--- config.mk ---
export PLATFORM = sky130hd
export DESIGN_NAME = spine_egress_arbiter_flat
export DESIGN_NICKNAME = d
export VERILOG_FILES = /design/src/rtl/spine_egress_arbiter_if.sv /design/src/rtl/spine_egress_arbiter.sv /design/src/flat_wrapper.sv
export SDC_FILE = /design/constraint.sdc
export NUM_CORES = 1
export LEC_CHECK = 0
export CORE_MARGIN = 5
export CORE_UTILIZATION = 30
export DETAILED_ROUTE_END_ITERATION = 10
export PLACE_DENSITY_LB_ADDON = 0.3
export SLEW_MARGIN = 20
export SYNTH_ARGS = -nofsm -noshare
export SYNTH_HDL_FRONTEND = slang
export SYNTH_SLANG_ARGS = --single-unit
--- constraint.sdc ---
create_clock -name clk -period 7.65 [get_ports clk]
set_clock_uncertainty 0.1 [all_clocks]
set_input_delay 1.53 -clock clk [delete_from_list [all_inputs] [get_ports clk]]
set_output_delay 1.53 -clock clk [all_outputs]
set_load 0.005 [all_outputs]
--- src/rtl/spine_egress_arbiter_if.sv ---
// Egress arbiter bus: requester-side handshake, registered egress link,
// credit return and status. The arbiter sits on the slave modport.
interface spine_egress_arbiter_if #(
    parameter int NREQ   = 5,
    parameter int DWIDTH = 16,
    parameter int CW     = 3
);
    logic [NREQ-1:0]        req_valid;
    logic [NREQ*DWIDTH-1:0] req_data;
    logic [NREQ-1:0]        req_last;
    logic [NREQ-1:0]        req_ready;
    logic [DWIDTH-1:0]      out_data;
    logic                   out_valid;
    logic [NREQ-1:0]        out_owner;
    logic                   credit_return;
    logic [CW-1:0]          credit_count;
    logic                   busy;
    logic                   credit_err;

    modport master (
        output req_valid, req_data, req_last, credit_return,
        input  req_ready, out_data, out_valid, out_owner, credit_count, busy, credit_err
    );

    modport slave (
        input  req_valid, req_data, req_last, credit_return,
        output req_ready, out_data, out_valid, out_owner, credit_count, busy, credit_err
    );
endinterface

--- src/rtl/spine_egress_arbiter.sv ---
// Round-robin egress arbiter with packet lock, credit-based flow control
// toward the downstream buffer and a registered 1-cycle output stage.
module spine_egress_arbiter #(
    parameter int NREQ    = 5,
    parameter int DWIDTH  = 16,
    parameter int CREDITS = 4,
    parameter int CW      = 3
) (
    input  logic                  clk,
    input  logic                  reset,
    spine_egress_arbiter_if.slave bus
);
    localparam int IW = (NREQ > 1) ? $clog2(NREQ) : 1;

    localparam logic [0:0] ST_IDLE   = 1'b0;
    localparam logic [0:0] ST_LOCKED = 1'b1;

    logic [0:0]        state_q;
    logic [IW-1:0]     rr_ptr_q;
    logic [IW-1:0]     owner_q;
    logic [CW-1:0]     credit_q;
    logic              credit_err_q;
    logic [DWIDTH-1:0] out_data_q;
    logic              out_valid_q;
    logic [NREQ-1:0]   out_owner_q;

    logic              can_send;
    logic              grant_found;
    logic [IW-1:0]     grant_idx;
    logic [IW-1:0]     cand_idx;
    logic [IW-1:0]     sel_idx;
    logic              sel_ok;
    logic              xfer;
    logic              xfer_last;
    logic [NREQ-1:0]   ready_d;

    logic [DWIDTH-1:0] req_flit [NREQ];

    // Unpack the flat flit bus into one flit per requester.
    genvar gi;
    generate
        for (gi = 0; gi < NREQ; gi++) begin : g_slice
            assign req_flit[gi] = bus.req_data[gi*DWIDTH +: DWIDTH];
        end
    endgenerate

    // Pick the winner: round-robin search in IDLE, the locked owner otherwise.
    always_comb begin
        can_send    = (credit_q != '0);
        grant_found = 1'b0;
        grant_idx   = '0;
        cand_idx    = '0;
        for (int k = 1; k <= NREQ; k++) begin
            cand_idx = IW'((int'(rr_ptr_q) + k) % NREQ);
            if (!grant_found && bus.req_valid[cand_idx]) begin
                grant_found = 1'b1;
                grant_idx   = cand_idx;
            end
        end
        sel_idx   = (state_q == ST_LOCKED) ? owner_q : grant_idx;
        sel_ok    = (state_q == ST_LOCKED) ? bus.req_valid[owner_q] : grant_found;
        xfer      = can_send && sel_ok;
        xfer_last = bus.req_last[sel_idx];
        ready_d   = '0;
        if (xfer) begin
            ready_d[sel_idx] = 1'b1;
        end
    end

    // Packet lock FSM and round-robin pointer.
    always_ff @(posedge clk) begin
        if (reset) begin
            state_q  <= ST_IDLE;
            rr_ptr_q <= IW'(NREQ - 1);
            owner_q  <= '0;
        end else if (xfer) begin
            if (xfer_last) begin
                state_q  <= ST_IDLE;
                rr_ptr_q <= sel_idx;
            end else begin
                state_q <= ST_LOCKED;
                owner_q <= sel_idx;
            end
        end
    end

    // Credit counter: a transfer and a return in the same cycle cancel out;
    // a return with the counter already full is flagged and ignored.
    always_ff @(posedge clk) begin
        if (reset) begin
            credit_q     <= CW'(CREDITS);
            credit_err_q <= 1'b0;
        end else begin
            case ({xfer, bus.credit_return})
                2'b10: credit_q <= credit_q - CW'(1);
                2'b01: begin
                    if (credit_q == CW'(CREDITS)) begin
                        credit_err_q <= 1'b1;
                    end else begin
                        credit_q <= credit_q + CW'(1);
                    end
                end
                default: ;
            endcase
        end
    end

    // Registered egress stage; data holds its last value between flits.
    always_ff @(posedge clk) begin
        if (reset) begin
            out_data_q  <= '0;
            out_valid_q <= 1'b0;
            out_owner_q <= '0;
        end else begin
            out_valid_q <= xfer;
            out_owner_q <= xfer ? (NREQ'(1) << sel_idx) : '0;
            if (xfer) begin
                out_data_q <= req_flit[sel_idx];
            end
        end
    end

    assign bus.req_ready    = ready_d;
    assign bus.out_data     = out_data_q;
    assign bus.out_valid    = out_valid_q;
    assign bus.out_owner    = out_owner_q;
    assign bus.credit_count = credit_q;
    assign bus.busy         = (state_q == ST_LOCKED);
    assign bus.credit_err   = credit_err_q;
endmodule
--- src/flat_wrapper.sv ---
// flat-port wrapper written by rule: the top's interface ports become plain ports
module spine_egress_arbiter_flat 
#(
    parameter int NREQ    = 5,
    parameter int DWIDTH  = 16,
    parameter int CREDITS = 4,
    parameter int CW      = 3
)
  (clk, reset, bus_req_valid, bus_req_data, bus_req_last, bus_credit_return, bus_req_ready, bus_out_data, bus_out_valid, bus_out_owner, bus_credit_count, bus_busy, bus_credit_err);
  spine_egress_arbiter_if #(.NREQ(NREQ), .DWIDTH(DWIDTH), .CW(CW)) bus_i ();
  input  logic clk;
  input  logic reset;
  input wire logic [$bits(bus_i.req_valid)-1:0] bus_req_valid;
  input wire logic [$bits(bus_i.req_data)-1:0] bus_req_data;
  input wire logic [$bits(bus_i.req_last)-1:0] bus_req_last;
  input wire logic [$bits(bus_i.credit_return)-1:0] bus_credit_return;
  output wire logic [$bits(bus_i.req_ready)-1:0] bus_req_ready;
  output wire logic [$bits(bus_i.out_data)-1:0] bus_out_data;
  output wire logic [$bits(bus_i.out_valid)-1:0] bus_out_valid;
  output wire logic [$bits(bus_i.out_owner)-1:0] bus_out_owner;
  output wire logic [$bits(bus_i.credit_count)-1:0] bus_credit_count;
  output wire logic [$bits(bus_i.busy)-1:0] bus_busy;
  output wire logic [$bits(bus_i.credit_err)-1:0] bus_credit_err;
  assign bus_i.req_valid = bus_req_valid;
  assign bus_i.req_data = bus_req_data;
  assign bus_i.req_last = bus_req_last;
  assign bus_i.credit_return = bus_credit_return;
  assign bus_req_ready = bus_i.req_ready;
  assign bus_out_data = bus_i.out_data;
  assign bus_out_valid = bus_i.out_valid;
  assign bus_out_owner = bus_i.out_owner;
  assign bus_credit_count = bus_i.credit_count;
  assign bus_busy = bus_i.busy;
  assign bus_credit_err = bus_i.credit_err;
  spine_egress_arbiter #(.NREQ(NREQ), .DWIDTH(DWIDTH), .CREDITS(CREDITS), .CW(CW)) u_core (.clk(clk), .reset(reset), .bus(bus_i));
endmodule
## Word level (Yosys, flattened, before mapping)

Index checks and enable logic that the tools add are counted.

| word-level totals | value |
|---|---|
| bits in writable memories | 0 |
| input port bits | 93 |
| latch bits | 0 |
| register bits after elaboration | 33 |
| ROM bits | 0 |
| memories kept | 0 |
| word-level logic and storage cells | 89 |

| operators by class | value |
|---|---|
| bitwise gates (word level) | 3 |
| magnitude comparators | 9 |
| divide/modulo/power cells | 5 |
| mux-type cells | 35 |
| multiply operators | 0 |
| equality and inequality tests | 4 |
| add/subtract/negate cells | 7 |
| reductions and logical operators | 17 |
| shift operators | 1 |

Operator list:

| kind | count |
|---|---|
| $mod 32x4->32 const B | 5 |
| $bmux 16 s3 | 1 |
| $mux 16 | 2 |
| $lt 3x4->1 const B | 7 |
| $bmux 1 s3 | 7 |
| $mux 3 | 7 |
| $mux 1 | 15 |
| $add 3x2->4 const B | 2 |
| $add 3x3->4 const B | 2 |
| $reduce_and 2->1 | 4 |
| $logic_and 1x1->1 | 6 |
| $pmux 3 s2 | 1 |
| $mux 5 | 1 |
| $shl 1x3->5 const A | 1 |
| $add 3x1->4 const B | 1 |
| $ge 4x4->1 const B | 1 |
| $logic_not 1->1 | 4 |
| $not 3->4 | 1 |
| $add 3x1->3 const B | 1 |
| $demux 1 s3 | 1 |
| $eq 3x3->1 const B | 1 |
| $ge 3x1->1 const B | 1 |
| $reduce_bool 3->1 | 1 |
| $sub 3x1->3 const B | 1 |
| other kinds (6) | 7 |

## Logic depth before layout (Yosys ltp)

Gate-level depths: netlist of run 1.

| depth | value |
|---|---|
| depth in word-level cells | 23 |
| gate-level depth with buffers | 24 |
| mapped depth without buffers | 23 |

## Least setup slack after synthesis of run 1

No wires, ideal clock.

| timing | value |
|---|---|
| path kind | flip-flop to output port |
| start | register u_core.rr_ptr_q[0] |
| end | output port bus_req_ready[2] |
| cell stages (with the launch flop) | 24 |
| setup slack | 0.903 ns |
| data arrival time | 5.117 ns |
| buffers on the path | 5 |
| cells stage by stage | dfxtp_1 -> inv_1 -> clkbuf_1 -> ha_1 -> buf_1 -> inv_1 -> ha_1 -> or3b_2 -> o22ai_1 -> or2_2 -> ha_1 -> nand2b_1 -> o2111ai_1 -> o211a_1 -> o211ai_1 -> a32oi_1 -> nand4_4 -> o41ai_2 -> a31o_1 -> buf_6 -> and2_1 -> buf_4 -> buf_6 -> and3_1 |

| on the way | value |
|---|---|
| word-level cells in the longest chain between the ends | 23 |
| elaborated cells on any way between the ends | 47 |
| those cells by class | add/sub: 5; div: 5; order compare: 2; mux: 25; reduce/logical: 10 |

RTL lines:

| what | line | source |
|---|---|---|
| from (decl) | spine_egress_arbiter.sv:19 | `logic [IW-1:0] rr_ptr_q;` |
| from (signal assigned) | spine_egress_arbiter.sv:74 | `rr_ptr_q <= IW'(NREQ - 1);` |
| from (signal assigned) | spine_egress_arbiter.sv:79 | `rr_ptr_q <= sel_idx;` |
| $add 3x1->4 | spine_egress_arbiter.sv:54 | `cand_idx = IW'((int'(rr_ptr_q) + k) % NREQ);` |
| $mod 32x4->32 | spine_egress_arbiter.sv:54 |  |
| $bmux 1 s3 | spine_egress_arbiter.sv:55 | `if (!grant_found && bus.req_valid[cand_idx]) begin` |
| $mux 1 (implied by the code) | spine_egress_arbiter.sv:55 |  |
| $mux 1 | spine_egress_arbiter.sv:55 |  |
| $logic_not 1->1 | spine_egress_arbiter.sv:55 |  |
| $logic_and 1x1->1 | spine_egress_arbiter.sv:55 |  |
| $mux 1 | spine_egress_arbiter.sv:55 |  |
| [7 not listed] | n/a |  |
| $logic_and 1x1->1 | spine_egress_arbiter.sv:55 |  |
| $mux 3 | spine_egress_arbiter.sv:55 |  |
| $mux 3 | spine_egress_arbiter.sv:60 | `sel_idx = (state_q == ST_LOCKED) ? owner_q : grant_idx;` |
| $lt 3x4->1 (implied by the code) or $ge 3x1->1 (tied branches) | spine_egress_arbiter.sv:66 | `ready_d[sel_idx] = 1'b1;` |
| $logic_and 1x1->1 (implied by the code) | spine_egress_arbiter.sv:66 |  |
| $mux 1 (implied by the code) | spine_egress_arbiter.sv:66 |  |
| $demux 1 s3 | n/a |  |
| $mux 5 * | spine_egress_arbiter.sv:65 | `if (xfer) begin` |
| to (decl) | flat_wrapper.sv:17 | `output wire logic [$bits(bus_i.req_ready)-1:0] bus_req_ready;` |

Every way passes the cells marked *; elsewhere a longest branch is shown, timed or not. The select of a mux whose other input is x is not followed.

## Worst setup path after layout of run 1

| timing | value |
|---|---|
| start | register u_core.rr_ptr_q[1] |
| end | output port bus_req_ready[2] |

The elaborated chain is that of the path after synthesis.

==> impl_results.md, run 1 <==
- Yosys warns: 0
- Ant diodes: 0
- H-Tree Depth: 2
- Initial DRC count: 313
- Post-DRT Antenna Nets: 0
- CP Data Arrival Time: 5.68 ns
- Setup TNS: 0 ns
- Number of max-cap violations: 0
- First-pass GRT wire length: 22.85 mm
- Antenna violations before repair: 0
- Startpoint Class: register
- Area Growth Syn to Fin: 39.17%
- Peak Freq: 136.8 MHz
- Worst-Skew Late Latency: 0.28 ns
- Crit Path Category: reg -> out
- Chip height: 126.6 um
- Maximum clock insertion buffer count: 2
- Final setup vio count: 0
- Gr usage total: 17.03%
- Largest family of logic cells by synthesized area: compound AO/OA/AOI/OAI gates
- Async SR Flop Fraction: 0%
- Number of flops mapped to enable cells by yosys: 0
- VDD IR-drop max: 300.7 uV
- Die Wd: 126.6 um
- PwrDens: 532.3 mW/mm^2
- Proportion of synthesized area in mux cells: 14.36%
- CTS tree: built
- Slew margin rel.: 51.96%
- Clock-pin slew on the worst setup and hold paths: 0.06 ns
- Port Buffers: 124
- Syn Area/Cell: 8.410 sq um
- Critical Path, Cell by Cell: ha_1 > xor2_2 > inv_1 > ha_1 > nor2_1 > a21boi_0 > xnor2_1 > ha_1 > nor2b_1 > a221o_1 > and3_4 > a221oi_2 > a2bb2oi_4 > nand4_4 > o41ai_2 > a31o_2 > and2_1 > and3_1 > clkdlybuf4s50_1
- Most frequent cells in the layout: clkdlybuf4s50_1, dfxtp_1, nor2_1
- Commonest non-fill, non-tap cell in the layout: clkdlybuf4s50_1
- DR vias: 4435
- Post-Synth Adder-Cell Area: 10.18%
- WP data required: 6.02 ns
- Seq/Total Area, Yosys: 16.20%
- Share of layout cells above drive strength 1: 14.50%
- Seq cells post-synth: 33
- Top FF cell, synth: dfxtp_1
- Leakage: 0.002149 uW
- Syn_nets: 610
- Most used cell, CP: ha_1
- Final standard cell count with taps included and fillers excluded: 776
- DRC errors left: 0
- Fin. Hold Viols: 0
- Sink Count: 33
- Worst-path fanout max: 9
- Family with the most delay on the worst path: compound AO/OA/AOI/OAI gates
- Die area: 0.01603 sq mm
- Endpoint class of the critical path: output port
- DP Wirelength: 11.28 mm
- DR pass1 iterations: 6
- Synth cell types: 89
- WL per Instance: 18.42 um
- Placer Congestion: 0.8460
- Starting density of the core: 30.68%
- Vias in the first global route: 4540
- Total Nets Final: 724
- Placed Cells incl. Taps: 765
- Core region area: 0.01330 sq mm
- Hold Path Class: reg -> reg
- WP buf/inv: 2
- Reg2Reg Setup Slack: 1.49 ns
- Final worst path period share: 95.57%
- Largest net degree at the start of global routing: 36
- Max-slew violation count: 0
- Crit-path slowest cell: dfxtp_1
- Routed WL: 14.30 mm
- Total gr overflow: 0
- Clock root buffer: clkbuf_16
- Core Rows: 42
- Outcome: finished clean
- Synth Area in Simple Gates: 17.64%
- Tightest Pin Transition: 0.7116 ns
- Synth Cell Area: 0.004079 sq mm
- Vias per cell: 5.715
- I/O pin cnt: 125
- Minimum clock period: 7.311 ns
- XOR/XNOR share of the synthesized area: 1.687%
- CTS Buf Count: 5
- Unrepaired setup endpoints after global routing: no
- Synth Instances: 485
- Final Util: 42.70%
- Critical path's largest stage delay: 0.53 ns
- Post-synthesis compound-gate area fraction: 33.10%
-- routing by layer --
metal	global-route usage [%]	part of all wire, %
met4	4.606	2.4
met5	0	0
met1	21.38	42
met2	30.45	50
met3	2.354	5.5
-- stage by stage --
stage / power [uW] / area (sq um) / hold slack, ns / worst slack (ns)
2_1_floorplan: 2156 / 4079 / 0.3605 / 0.9030
3_3_place_gp: 2655 / 5451 / 0.3690 / 0.3742
3_5_place_dp: 2695 / 5451 / 0.3892 / 0.2302
4_1_cts: 2953 / 5629 / 0.4117 / 0.1742
5_1_grt: 3275 / 5677 / 0.4490 / 0.01665
6_report: 3022 / 5677 / 0.4022 / 0.3386
-- synthesized netlist by cell type, types with 5 or more instances --
| cell type | n | area share (%) |
|---|---|---|
| and2_1 | 8 | 1.2 |
| clkbuf_1 | 15 | 1.4 |
| nand3_1 | 11 | 1.3 |
| a21o_1 | 5 | 0.92 |
| nand2b_1 | 7 | 1.1 |
| and3_1 | 6 | 0.92 |
| a21oi_1 | 28 | 3.4 |
| or2_2 | 7 | 1.1 |
| ha_1 | 30 | 9.2 |
| nor3_1 | 6 | 0.74 |
| buf_6 | 6 | 1.7 |
| mux2_1 | 11 | 3.0 |
| inv_1 | 28 | 2.6 |
| dfxtp_1 | 33 | 16 |
| nor2_1 | 31 | 2.9 |
| nand4_1 | 6 | 0.92 |
| a222oi_1 | 16 | 3.9 |
| mux2_2 | 25 | 6.9 |
| nand2_1 | 26 | 2.4 |
| a21boi_0 | 6 | 1.1 |
| mux2i_1 | 9 | 2.2 |
| xnor2_1 | 5 | 1.1 |
| o21ai_0 | 27 | 3.3 |
| a31oi_1 | 12 | 1.8 |
| o211ai_1 | 10 | 1.8 |
-- worst register-to-register path: stages (launching register included) --
cell and delay [ns]:
dfxtp_1 0.53, ha_1 0.37, xor2_2 0.17, ha_1 0.25, or4b_2 0.70, nand4_1 0.21
nand2_1 0.14, ha_1 0.22, nor2b_1 0.15, o31a_1 0.30, a2111oi_1 0.52, a311oi_1 0.15
and2_1 0.21, a32o_2 0.31, a21oi_4 0.18, buf_4 0.18, buf_4 0.13, buf_4 0.34
mux2_2 0.38, a222oi_1 0.36, a21oi_1 0.12
-- worst paths after layout --
path,from,endpoint,cells past startpoint
max reg2reg,u_core.rr_ptr_q[1],u_core.bus.out_data[6],20
min reg2reg,u_core.bus.credit_err,u_core.bus.credit_err,2
max,u_core.rr_ptr_q[1],bus_req_ready[2],19
min,u_core.bus.credit_err,u_core.bus.credit_err,2
-- sequential cells by signal, summed over array words and instances, names as in the netlist --
register / flops
u_core.bus.busy: 1
u_core.bus.credit_count: 3
u_core.bus.credit_err: 1
u_core.bus.out_data: 16
u_core.bus.out_owner: 5
u_core.bus.out_valid: 1
u_core.owner_q: 3
u_core.rr_ptr_q: 3
-- report_power, final --
part	internal, uW	switching (uW)	total (uW)
Sequential	247	55.7	302
Combinational	1130	1350	2480
Clock	162	76.0	238
-- kinds of logic after synthesis --
family,count (synthesis)
buffers and inverters,59
XOR/XNOR,7
adder cells (fa/ha/maj),32
multiplexers,49
AO/OA/AOI/OAI,175
AND/OR/NAND/NOR,130
flip-flops,33
-- final cells by class --
cell class / instances / area, sq um
multi-input combinational: 393 / 3171
sequential: 33 / 661.9
clock buffer: 6 / 138.9
inverter: 29 / 108.9
timing repair buffer: 137 / 1339
fill: 1301 / 7619
clock inverter: 2 / 37.54
tap: 176 / 220.2
-- what timing repair did --
item	CTS	global route
endpoints found under the setup margin	2	5
pin swaps	0	0
hold buffers	0	0
gates resized for setup	1	7
buffers inserted	0	3
Note: power is estimated with default switching activity, not from simulation.
==> run 2, diff against run 1 <==
--- a/config.mk
+++ b/config.mk
@@ -7,6 +7,7 @@
 export LEC_CHECK = 0
 export CORE_MARGIN = 5
 export CORE_UTILIZATION = 30
+export CTS_CLUSTER_SIZE = 12
 export DETAILED_ROUTE_END_ITERATION = 10
 export PLACE_DENSITY_LB_ADDON = 0.3
 export SLEW_MARGIN = 20
==> results of run 2 <==
Same layout as run 1: the final DEF is identical, and so are final timing and power.
